[src/rtl/seq_multiplier_pkg.sv]
// Shared definitions for the sequential shift-add multiplier:
// FSM state encodings and the default operand width.
package seq_multiplier_pkg;

  localparam int DEFAULT_WIDTH = 32;

  // Code 2'd3 is unused and decodes to IDLE in the FSM default branch
  typedef enum logic [1:0] {
    IDLE = 2'd0,
    CALC = 2'd1,
    DONE = 2'd2
  } state_t;

  function automatic int cnt_width(input int width);
    return $clog2(width + 1);
  endfunction

endpackage

[src/rtl/seq_multiplier_datapath.sv]
// Operand magnitude/sign capture, shift-add accumulation and the product register.
// Driven by load/step/finish strobes from the controlling FSM.
module seq_multiplier_datapath
  import seq_multiplier_pkg::*;
#(
  parameter int WIDTH = DEFAULT_WIDTH
) (
  input  logic               clk,
  input  logic               rst,
  input  logic               load,
  input  logic               step,
  input  logic               finish,
  input  logic [WIDTH-1:0]   a,
  input  logic [WIDTH-1:0]   b,
  input  logic               signed_mode,
  output logic [2*WIDTH-1:0] product,
  output logic               b_zero,
  output logic               cnt_end
);

  localparam int CW = cnt_width(WIDTH);

  logic [2*WIDTH-1:0] a_reg;
  logic [WIDTH-1:0]   b_reg;
  logic [2*WIDTH-1:0] acc;
  logic [CW-1:0]      cnt;
  logic               neg;
  logic [WIDTH-1:0]   a_mag;
  logic [WIDTH-1:0]   b_mag;

  // Operand magnitudes; the most negative value maps onto its unsigned magnitude exactly
  always_comb begin
    a_mag = a;
    b_mag = b;
    if (signed_mode && a[WIDTH-1]) begin
      a_mag = -a;
    end else begin
      a_mag = a;
    end
    if (signed_mode && b[WIDTH-1]) begin
      b_mag = -b;
    end else begin
      b_mag = b;
    end
  end

  assign b_zero  = (b_reg == {WIDTH{1'b0}});
  assign cnt_end = (cnt == CW'(WIDTH));

  // Working registers and product; the product only changes on finish
  always_ff @(posedge clk or posedge rst) begin
    if (rst) begin
      a_reg   <= {(2*WIDTH){1'b0}};
      b_reg   <= {WIDTH{1'b0}};
      acc     <= {(2*WIDTH){1'b0}};
      cnt     <= {CW{1'b0}};
      neg     <= 1'b0;
      product <= {(2*WIDTH){1'b0}};
    end else if (load) begin
      a_reg <= {{WIDTH{1'b0}}, a_mag};
      b_reg <= b_mag;
      acc   <= {(2*WIDTH){1'b0}};
      cnt   <= {CW{1'b0}};
      neg   <= signed_mode & (a[WIDTH-1] ^ b[WIDTH-1]);
    end else if (step) begin
      if (b_reg[0]) begin
        acc <= acc + a_reg;
      end else begin
        acc <= acc;
      end
      a_reg <= {a_reg[2*WIDTH-2:0], 1'b0};
      b_reg <= {1'b0, b_reg[WIDTH-1:1]};
      cnt   <= cnt + CW'(1);
    end else if (finish) begin
      product <= neg ? -acc : acc;
    end else begin
      product <= product;
    end
  end

endmodule

[src/rtl/seq_multiplier.sv]
// Shift-add multiplier top: IDLE/CALC/DONE Moore FSM with valid/ack handshake,
// driving the datapath strobes. busy/done are registered decodes of the next state.
module seq_multiplier
  import seq_multiplier_pkg::*;
#(
  parameter int WIDTH = DEFAULT_WIDTH
) (
  input  logic               clk,
  input  logic               rst,
  input  logic               valid_data,
  input  logic [WIDTH-1:0]   a,
  input  logic [WIDTH-1:0]   b,
  input  logic               signed_mode,
  input  logic               ack,
  output logic               busy,
  output logic               done,
  output logic [2*WIDTH-1:0] product
);

  state_t state;
  state_t state_next;
  logic   load;
  logic   step;
  logic   finish;
  logic   b_zero;
  logic   cnt_end;

  // State register
  always_ff @(posedge clk or posedge rst) begin
    if (rst) begin
      state <= IDLE;
    end else begin
      state <= state_next;
    end
  end

  // Next-state and datapath strobes
  always_comb begin
    state_next = state;
    load       = 1'b0;
    step       = 1'b0;
    finish     = 1'b0;
    case (state)
      IDLE: begin
        if (valid_data) begin
          state_next = CALC;
          load       = 1'b1;
        end else begin
          state_next = IDLE;
        end
      end
      CALC: begin
        if (b_zero || cnt_end) begin
          state_next = DONE;
          finish     = 1'b1;
        end else begin
          state_next = CALC;
          step       = 1'b1;
        end
      end
      DONE: begin
        if (ack) begin
          state_next = IDLE;
        end else begin
          state_next = DONE;
        end
      end
      default: begin
        state_next = IDLE;
      end
    endcase
  end

  // Status flags track the state register one-for-one
  always_ff @(posedge clk or posedge rst) begin
    if (rst) begin
      busy <= 1'b0;
      done <= 1'b0;
    end else begin
      busy <= (state_next == CALC);
      done <= (state_next == DONE);
    end
  end

  seq_multiplier_datapath #(
    .WIDTH(WIDTH)
  ) u_datapath (
    .clk        (clk),
    .rst        (rst),
    .load       (load),
    .step       (step),
    .finish     (finish),
    .a          (a),
    .b          (b),
    .signed_mode(signed_mode),
    .product    (product),
    .b_zero     (b_zero),
    .cnt_end    (cnt_end)
  );

endmodule

[config.mk]
export PLATFORM = sky130hd
export DESIGN_NAME = seq_multiplier
export DESIGN_NICKNAME = d
export VERILOG_FILES = /design/src/rtl/seq_multiplier_pkg.sv /design/src/rtl/seq_multiplier_datapath.sv /design/src/rtl/seq_multiplier.sv
export SDC_FILE = /design/constraint.sdc
export NUM_CORES = 1
export LEC_CHECK = 0
export ABC_CLOCK_PERIOD_IN_PS = 10900
export CAP_MARGIN = 5
export CORE_AREA = 2 2 207 209
export CTS_BUF_LIST = sky130_fd_sc_hd__clkbuf_4
export DETAILED_ROUTE_END_ITERATION = 8
export DIE_AREA = 0 0 209 211
export HOLD_SLACK_MARGIN = 0.03
export PLACE_DENSITY = 0.59
export SLEW_MARGIN = 10
export SYNTH_ARGS = -nofsm -noshare
export SYNTH_HDL_FRONTEND = slang
export SYNTH_HIERARCHICAL = 1
export SYNTH_SLANG_ARGS = --single-unit
[constraint.sdc]
create_clock -name clk -period 10.9 [get_ports clk]
set_clock_uncertainty 0.2 [all_clocks]
set_input_delay 2.18 -clock clk [delete_from_list [all_inputs] [get_ports clk]]
set_output_delay 2.18 -clock clk [all_outputs]
set_load 0.1 [all_outputs]
==> flow_metrics.tcl <==
set metrics [dict create \
    start_kind "register" \
    netlist_instances 1832 \
    drc 0 \
    outcome "complete, no violations" \
    insertion_delay_ns 0.74 \
    cts_buffers 71 \
    crit_buf_inv 1 \
    critPathCaptureType "register" \
    drt_iter0_drc 1056 \
    max-slew-margin-rel 0.290 \
    cts_tree "yes" \
    die_h_um 211 \
    cap_violations 0 \
    seqPwrFrac 0.280 \
    yosys-top-cells-area "dfrtp_1, xor2_1, mux2i_1" \
    viasPerCell 5.48 \
    netlist_area_sq_mm 0.0158 \
    crit_family "compound AO/OA/AOI/OAI gates" \
    hold_viol_final 0 \
    core.rowCount 75 \
    routed_wl_mm 44.6 \
    clock-sinks 235 \
    critPathMaxFanout 7 \
    required_ns 11.32 \
    yosysMostFrequentCell "dfrtp_1" \
    fmax_mhz 203 \
    io_buffers 134 \
    ir_drop_v 0.000111 \
    die_w_um 209 \
    antenna_found_initial 1 \
    path_clk_slew_ns 0.06 \
    finalSetupViolations 0 \
    ios 135 \
    timing.final.crit_share 0.452 \
    synth.distinct_cells 82 \
    drt_pass1_iterations 6 \
    finalSetupTns_ns 0 \
    synthTopCellsByCount "dfrtp_1, nand2_1, nor2_1" \
    worstPathCellList "ha_1 -> inv_1 -> fa_1 -> nor2b_1 -> o2111a_1 -> o21ai_0 -> a211oi_1 -> o311ai_1 -> or4_1 -> and3_1 -> nor4_1 -> nor4b_1 -> a221o_1" \
    comb_power_share 0.562 \
    grt_max_degree 205 \
    hold_end "u_datapath/product[0]" \
    yosysTopAreaCell "dfrtp_1" \
    clockBufferDepth 3 \
    fp.coreArea_sq_mm 0.0418 \
    reg2reg_depth 13 \
    detail-route-antenna-nets 0 \
    die-area_sq_mm 0.0441 \
    slowest_stage "a211oi_1" \
    cts_setup_buffers 0 \
    fillerInstances 4178 \
    cp_slowest_stage_delay_ns 0.71 \
    rsz0062_at_grt "no" \
    tightest_slew_ns 1.06 \
    synth_flop_cell "dfrtp_1" \
    ys_seq_elements 235 \
    timing.rr.end "u_datapath/acc[62]" \
    holdPathStages 1 \
    min_period_ns 4.93 \
    dpl.hpwl_mm 32.2 \
    slew_violations 0 \
    yosys_warnings 6 \
    hp-class "register to register" \
    fin_util 0.443 \
    r2r_slack_ns 5.97 \
    worst_hold_startpoint "u_datapath/product[0]" \
    clkPwrFrac 0.158 \
    gp_congestion 0.911 \
    syn_area_per_cell_sq_um 8.60 \
    internal-power_mw 2.88 \
    final_nets 2098 \
    start_util 0.377 \
    cts_resized 0 \
    synth-seq-area-share 0.373 \
    drive_gt1_frac 0.0763 \
    cts_hold_buffers 0 \
    vias 14000 \
    cts-root-buf "clkbuf_4" \
    wl_per_cell_um 17.5 \
    track_usage 0.203 \
    grt_pass1_vias 13600 \
    crit_type "register to register" \
    area_growth_syn_to_layout_pct 17.2 \
    grt_pass1_wl_mm 72.1 \
    swShare 0.512 \
    powerDensity_mw_per_mm2 319 \
    crit_cells 13 \
    power.leakage_nw 8.56 \
    r2r_start "u_datapath/acc[0]" \
    yosysTopAreaCellShare 0.373 \
    netSwitchingPower_mw 3.02 \
    h-tree-depth 3 \
    synth_edf_count 0 \
    async_reset_ff_frac 1.00 \
    cp_data_arrival_time_ns 5.35 \
    grt-ovfl-total 0 \
    synth_nets 1970 \
]
==> worst reg2reg max path: cells and delay by family, from the launching register on <==
family	cells	cell delay (ns)
AOI/OAI and AO/OA	5	1.75
DFF	1	0.56
buffers and inverters	1	0.07
and+or+nand+nor	5	1.61
adders and majority gates	2	0.64
==> power by group through the flow <==
stage / logic, mW / registers [mW] / clock network (mW)
finish: 3.31 / 1.65 / 0.931
global route: 3.61 / 1.71 / 1.02
CTS: 3.31 / 1.65 / 0.970
detailed placement: 3.30 / 1.66 / 0
global placement: 3.26 / 1.65 / 0
floorplan: 1.83 / 2.25 / 0
==> cell type report <==
type | instances | area (sq um) | share of cell area
clock buffers | 100 | 751 | 0.0406
clock inverters | 19 | 204 | 0.0110
diodes | 1 | 2.50 | 0.000135
repair buffers | 147 | 1450 | 0.0785
inverters | 40 | 158 | 0.00853
multi-input cells | 1465 | 9360 | 0.506
flip-flops and latches | 235 | 5880 | 0.318
well taps | 539 | 674 | 0.0365
==> routing by layer <==
metal	up-vias	GRT usage	routed length (um)
met2	394	0.311	19500
met5	-	0	0
li1	6854	-	-
met4	0	0.0786	1140
met1	6629	0.289	21600
met3	77	0.0297	2330
==> cell usage in the layout (no fill, tap or decap), types with 13 or more instances in the layout <==
| master | synthesis | final |
|---|---|---|
| a21oi_1 | 179 | 179 |
| nand2_1 | 208 | 208 |
| a211oi_1 | 15 | 15 |
| o41ai_1 | 17 | 17 |
| inv_1 | 39 | 38 |
| nand4_1 | 25 | 25 |
| or3_1 | 20 | 20 |
| clkdlybuf4s50_1 | 0 | 134 |
| o21ai_0 | 170 | 170 |
| xnor2_1 | 51 | 51 |
| o31ai_1 | 26 | 26 |
| nor4_1 | 23 | 23 |
| dfrtp_1 | 235 | 234 |
| clkbuf_4 | 0 | 100 |
| nand2b_1 | 15 | 15 |
| mux2i_1 | 96 | 96 |
| nand3_1 | 23 | 23 |
| nor2_1 | 192 | 192 |
| xor2_1 | 122 | 122 |
| ha_1 | 68 | 68 |
| nor3_1 | 26 | 25 |
| clkinv_1 | 1 | 13 |
| a21o_1 | 30 | 30 |
| and2_1 | 15 | 14 |
==> logic make-up (layout without fill, tap and decap cells) <==
kind of cell / after synthesis / in the layout / synth area share
muxes: 98 / 98 / 0.0624
xor gates and xnor gates: 173 / 173 / 0.0961
buffers and inverters: 132 / 306 / 0.0343
AOI/OAI and AO/OA: 518 / 518 / 0.196
and+or+nand+nor: 607 / 607 / 0.183
other: 0 / 1 / 0
adders and majority gates: 69 / 69 / 0.0552
DFF: 235 / 235 / 0.373
==> through the flow <==
stage	power, mW	setup WS, ns	cell area, sq um	instances	hold WS [ns]
after floorplan	4.08	2.19	15800	1832	0.307
after global placement	4.91	5.62	17500	2426	0.292
after detailed placement	4.96	5.56	17500	2426	0.304
after CTS	5.93	6.03	18500	2545	0.318
after global routing	6.34	5.76	18500	2546	0.337
final	5.90	5.97	18500	2546	0.310
==> worst max-delay path by stage <==
stage                                 start                   to  slack (ns)
after floorplan                         rst  u_datapath/a_reg[0]        2.19
after global placement           valid_data   u_datapath/acc[58]        5.62
after detailed placement         valid_data   u_datapath/acc[56]        5.56
after CTS                 u_datapath/acc[0]   u_datapath/acc[62]        6.03
after global routing      u_datapath/acc[0]   u_datapath/acc[62]        5.76
final                     u_datapath/acc[0]   u_datapath/acc[62]        5.97
Power figures use the tool's default switching activity.
==> edit 1: new RTL, config.mk and constraints unchanged <==
Set the package constant `DEFAULT_WIDTH` to 36 (it was 32).
--- a/src/rtl/seq_multiplier_pkg.sv
+++ b/src/rtl/seq_multiplier_pkg.sv
@@ -2,7 +2,7 @@
 // FSM state encodings and the default operand width.
 package seq_multiplier_pkg;
 
-  localparam int DEFAULT_WIDTH = 32;
+  localparam int DEFAULT_WIDTH = 36;
 
   // Code 2'd3 is unused and decodes to IDLE in the FSM default branch
   typedef enum logic [1:0] {
Ports: changed (resized a, b and product); port bits go from 135 to 151. The function was not compared with the original's and may differ.
==> edit 1 against the unedited design <==
Final area grew 12%; setup slack lost 0.062 ns; sequential cell count is 28 higher; worst hold slack lost 0.034 ns; routed wire length is 9.3% higher; power fell by 1.7%; synthesized area increased by 13%; critical endpoint is now u_datapath/b_reg[31]$_DFFE_PP0P_; highest routed layer unchanged.
==> edit 1: results (changes against the unedited design) <==
Route
The count of TritonRoute iterations in the first routing pass was 5 (was 6). The post-detailed-route via-to-cell ratio came to 5.57 (was 5.48). The DRC violation total after the first TritonRoute iteration is 1,087 (was 1,056). The total vias in the final route is 15,800 (was 14,000).

Logic synthesis
The adder-cell share of the synthesized area is 0.0545 (was 0.0552). The count of different cell masters after synthesis came to 67 (was 82). The net count after synthesis was 2,273 (was 1,970).

Global route
The maximum number of pins on one net before global-route repair is 159 (was 205). The number of global-route vias before repair came to 15,300 (was 13,600). The first-pass GRT wire length is 79,700 um (was 72,100 um). The global router's overall resource usage came to 0.223 (was 0.203).

Timing
The worst slew slack as a fraction of its limit came to 0.243 (was 0.290).

Final layout
The clock-cell share of area was 0.0472 (was 0.0517). The count of nets after finishing is 2,388 (was 2,098). The number of ordinary inverters in the final layout came to 39 (was 40). The count of buffers not belonging to the clock network in the layout came to 163 (was 147). The count of multi-input gates is 1,692 (was 1,465). The ratio of cells with drive above 1 in the final layout is 0.0708 (was 0.0763). The number of clock buffer instances in the layout is 108 (was 100).

Placed design
The HPWL after detailed placement is 35,100 um (was 32,200 um). The weighted congestion reported at the end of routability-driven placement was 0.916 (was 0.911). The count of placed standard cells including taps is 2,696 (was 2,426).

Status
Status: finished clean (unchanged).

Power and ir drop
The leakage power of the design is 9.17 nW (was 8.56 nW). The maximum vdd drop is 0.131 mV (was 0.111 mV). The portion of total power attributed to combinational logic is 0.538 (was 0.562). The share of power burned in the clock network is 0.164 (was 0.158).

Worst setup path
The worst path arrival time is 5.44 ns (was 5.35 ns).

Clock network
The number of CTS-inserted buffers is 75 (was 71).
-- edit 1: worst paths after layout --
path	startpoint	end	slack, ns	cells past startpoint
setup / recovery	b[4]	u_datapath/b_reg[31]$_DFFE_PP0P_	5.91	10
hold / removal	u_datapath/product[44]$_DFFE_PP0P_	u_datapath/product[44]$_DFFE_PP0P_	0.28	2
min in group asynchronous	rst	busy$_DFF_PP0_	1.57	2
max in group asynchronous	rst	u_datapath/neg$_DFFE_PP0P_	7.35	3
hold reg to reg	u_datapath/product[44]$_DFFE_PP0P_	u_datapath/product[44]$_DFFE_PP0P_	0.28	2
setup reg to reg	u_datapath/acc[4]$_DFFE_PP0P_	u_datapath/product[71]$_DFFE_PP0P_	6.06	10
-- edit 1: worst max-delay path, cell delays in order --
cell                              delay (ns)
sky130_fd_sc_hd__clkdlybuf4s50_1        0.47
sky130_fd_sc_hd__or4_1                  0.59
sky130_fd_sc_hd__nor4b_1                0.54
sky130_fd_sc_hd__and2_1                 0.34
sky130_fd_sc_hd__nand2_1                0.12
sky130_fd_sc_hd__or3_1                  0.47
sky130_fd_sc_hd__o41ai_1                0.40
sky130_fd_sc_hd__xnor2_1                0.16
sky130_fd_sc_hd__nand2_1                0.06
sky130_fd_sc_hd__o21ai_0                0.10
-- edit 1: metal layers --
| metal | GRT usage | wire (um) | vias up |
|---|---|---|---|
| li1 | - | - | 7849 |
| met1 | 0.310 | 23500 | 7474 |
| met2 | 0.357 | 22300 | 366 |
| met3 | 0.0321 | 2040 | 64 |
| met4 | 0.0729 | 963 | 0 |
| met5 | 0 | 0 | - |
-- edit 1: through the flow --
stage	power (mW)	instance area (um2)
floorplan	4.01	17800
global placement	4.79	19700
detailed placement	4.84	19700
CTS	5.84	20600
global route	6.30	20600
finish	5.80	20600
==> edit 2: new RTL, config.mk and constraints unchanged <==
Made on the original files. The 3 states of `state_t` get a one-hot encoding in 3 bits.
--- a/src/rtl/seq_multiplier_pkg.sv
+++ b/src/rtl/seq_multiplier_pkg.sv
@@ -5,10 +5,10 @@
   localparam int DEFAULT_WIDTH = 32;
 
   // Code 2'd3 is unused and decodes to IDLE in the FSM default branch
-  typedef enum logic [1:0] {
-    IDLE = 2'd0,
-    CALC = 2'd1,
-    DONE = 2'd2
+  typedef enum logic [2:0] {
+    IDLE = 3'b001,
+    CALC = 3'b010,
+    DONE = 3'b100
   } state_t;
 
   function automatic int cnt_width(input int width);
Function: same outputs for any inputs over 4 cycles, from zero or initial values and one cycle with rst high; so few cycles prove little.
==> edit 2 against the unedited design <==
Clock power fell by 8.6%; final area barely moved; power down 20%; sequential cell count grew 1; largest power group unchanged; global-route usage decreased by 0.49 points; routed wire length decreased by 2.3%; setup slack improved by 0.12 ns; sequential power decreased by 17%; synthesized area grew 0.30%.
==> edit 2: results (changes against the unedited design) <==
Clock network
The clock transition at the registers of the reported paths is 0.06 ns (about the same). The count of cells resized by post-cts repair came to 0 (unchanged). The number of CTS-inserted buffers is 68 (was 71). The buffer type at the clock tree root is sky130_fd_sc_hd__clkbuf_4 (unchanged).

The clock latency of the later-clocked register in the worst-skew pair is 0.72 ns (was 0.74 ns). The post-CTS setup buffer count is 0 (unchanged). The buffer depth of the longest clock path is 3 (unchanged). The total number of H-tree levels is 3 (unchanged).

Timing
The worst slew slack as a fraction of its limit was 0.258 (was 0.290).

Logic synthesis
The net count after synthesis came to 1,977 (was 1,970). The mux contribution to synthesized area is 0.0622 (was 0.0624). The total number of yosys warnings came to 6 (unchanged).

The most used flip-flop cell after synthesis is sky130_fd_sc_hd__dfrtp_1 (unchanged). The sequential cell area fraction in the yosys report is 0.374 (was 0.373). The post-synthesis average cell area is 8.60 um2 (about the same). The number of enable flip-flop cells after synthesis was 0 (unchanged).

The count of different cell masters after synthesis is 82 (unchanged). The complex-gate fraction of the synthesized area is 0.195 (was 0.196). Top area cells in the synthesized netlist: sky130_fd_sc_hd__dfrtp_1, sky130_fd_sc_hd__xor2_1, sky130_fd_sc_hd__mux2i_1 (unchanged).

Leading cell types by count after synthesis: sky130_fd_sc_hd__dfrtp_1, sky130_fd_sc_hd__nand2_1, sky130_fd_sc_hd__nor2_1 (unchanged). The fraction of synthesis flops using an asynchronous set or reset pin is 1.00 (unchanged). The adder-cell share of the synthesized area is 0.0551 (was 0.0552). The fraction of synthesized cell area in xor and xnor cells is 0.0958 (was 0.0961).

Global route
The initial antenna violation count was 1 (unchanged). The global router's overall resource usage is 0.198 (was 0.203). The first-pass GRT wire length is 70,300 um (was 72,100 um).

The maximum number of pins on one net before global-route repair is 202 (was 205). The number of global-route vias before repair was 13,300 (was 13,600).

Route
The average routed wire per standard cell is 17.0 um (was 17.5 um). The DRC violation total after the first TritonRoute iteration is 889 (was 1,056). The count of TritonRoute iterations in the first routing pass is 5 (was 6). The post-detailed-route via-to-cell ratio is 5.40 (was 5.48).

Power and ir drop
The leakage power of the design is 8.10 nW (was 8.56 nW). The maximum vdd drop came to 0.133 mV (was 0.111 mV).

Worst setup path
The kind of cell adding the most delay to the critical path is compound AO/OA/AOI/OAI gates (unchanged). The worst path arrival time is 5.22 ns (was 5.35 ns). The largest fanout of any net on the critical path is 8 (was 7). The longest individual stage delay on the worst path is 1.01 ns (was 0.71 ns).

The slowest cell on the critical path is sky130_fd_sc_hd__a2111oi_0 (was sky130_fd_sc_hd__a211oi_1).

Placed design
The weighted congestion reported at the end of routability-driven placement is 0.929 (was 0.911). The HPWL after detailed placement was 31,600 um (was 32,200 um). The cell area after placement was 17,600 um2 (was 17,500 um2). The number of buffer cells added on primary ports is 134 (unchanged).

Final layout
The ratio of cells with drive above 1 in the final layout came to 0.0764 (was 0.0763). The count of nets after finishing came to 2,102 (was 2,098).

Status
Status: finished clean (unchanged).

Min path
The type of the tightest min-delay check is flip-flop to flip-flop (unchanged).
edit 2: cell type report:
cell class	instances	area, um2
multi-input combinational	1472	9380
antenna	1	2.50
clock inverter	21	135
tap	539	674
clock buffer	100	751
inverter	39	154
fill	4130	23300
timing repair buffer	147	1460
sequential	236	5910
edit 2: final timing paths:
kind	from	to	slack [ns]	cells after the start
hold reg to reg	u_datapath/product[46]$_DFFE_PP0P_	u_datapath/product[46]$_DFFE_PP0P_	0.31	1
setup / recovery	u_datapath/a_reg[18]$_DFFE_PP0P_	u_datapath/acc[61]$_DFFE_PP0P_	6.09	11
setup reg to reg	u_datapath/a_reg[18]$_DFFE_PP0P_	u_datapath/acc[61]$_DFFE_PP0P_	6.09	11
min in group asynchronous	rst	busy$_DFF_PP0_	1.64	2
max in group asynchronous	rst	u_datapath/product[19]$_DFFE_PP0P_	7.27	3
hold / removal	u_datapath/product[46]$_DFFE_PP0P_	u_datapath/product[46]$_DFFE_PP0P_	0.31	1
edit 2: routing by layer:
layer | global-route usage | vias to the layer above | wire (um)
li1 | - | 6875 | -
met2 | 0.310 | 323 | 19300
met4 | 0.0663 | 0 | 831
met5 | 0 | - | 0
met3 | 0.0326 | 49 | 2070
met1 | 0.278 | 6555 | 21400
edit 2: power by group:
group | switching (mW) | total [mW] | internal (mW) | leakage [nW]
Sequential | 0.276 | 1.37 | 1.10 | 3.17
Clock | 0.383 | 0.851 | 0.468 | 0.531
Combinational | 1.64 | 2.52 | 0.887 | 4.40
Total | 2.29 | 4.74 | 2.45 | 8.10
edit 2: cell families (layout without fill, tap and decap cells):
group,count (synthesis),in the layout
xor gates and xnor gates,173,173
muxes,98,98
adders and majority gates,69,69
buffers and inverters,131,307
and+or+nand+nor,614,614
other,0,1
DFF,236,236
AOI/OAI and AO/OA,518,518
edit 2: worst register-to-register path: cells and delay by family, from the launching register on:
family / cells / cell delay, ns
flops: 1 / 0.44
compound gates: 6 / 2.76
xor+xnor: 1 / 0.10
fa+ha+maj: 1 / 0.48
simple gates: 3 / 0.74
edit 2: stage by stage:
stage	instances	setup WS [ns]	total power, mW
after floorplan	1839	2.19	3.19
after global placement	2433	5.82	3.87
after detailed placement	2433	5.74	3.91
after CTS	2554	6.12	4.79
after global routing	2555	5.99	5.11
final	2555	6.09	4.74
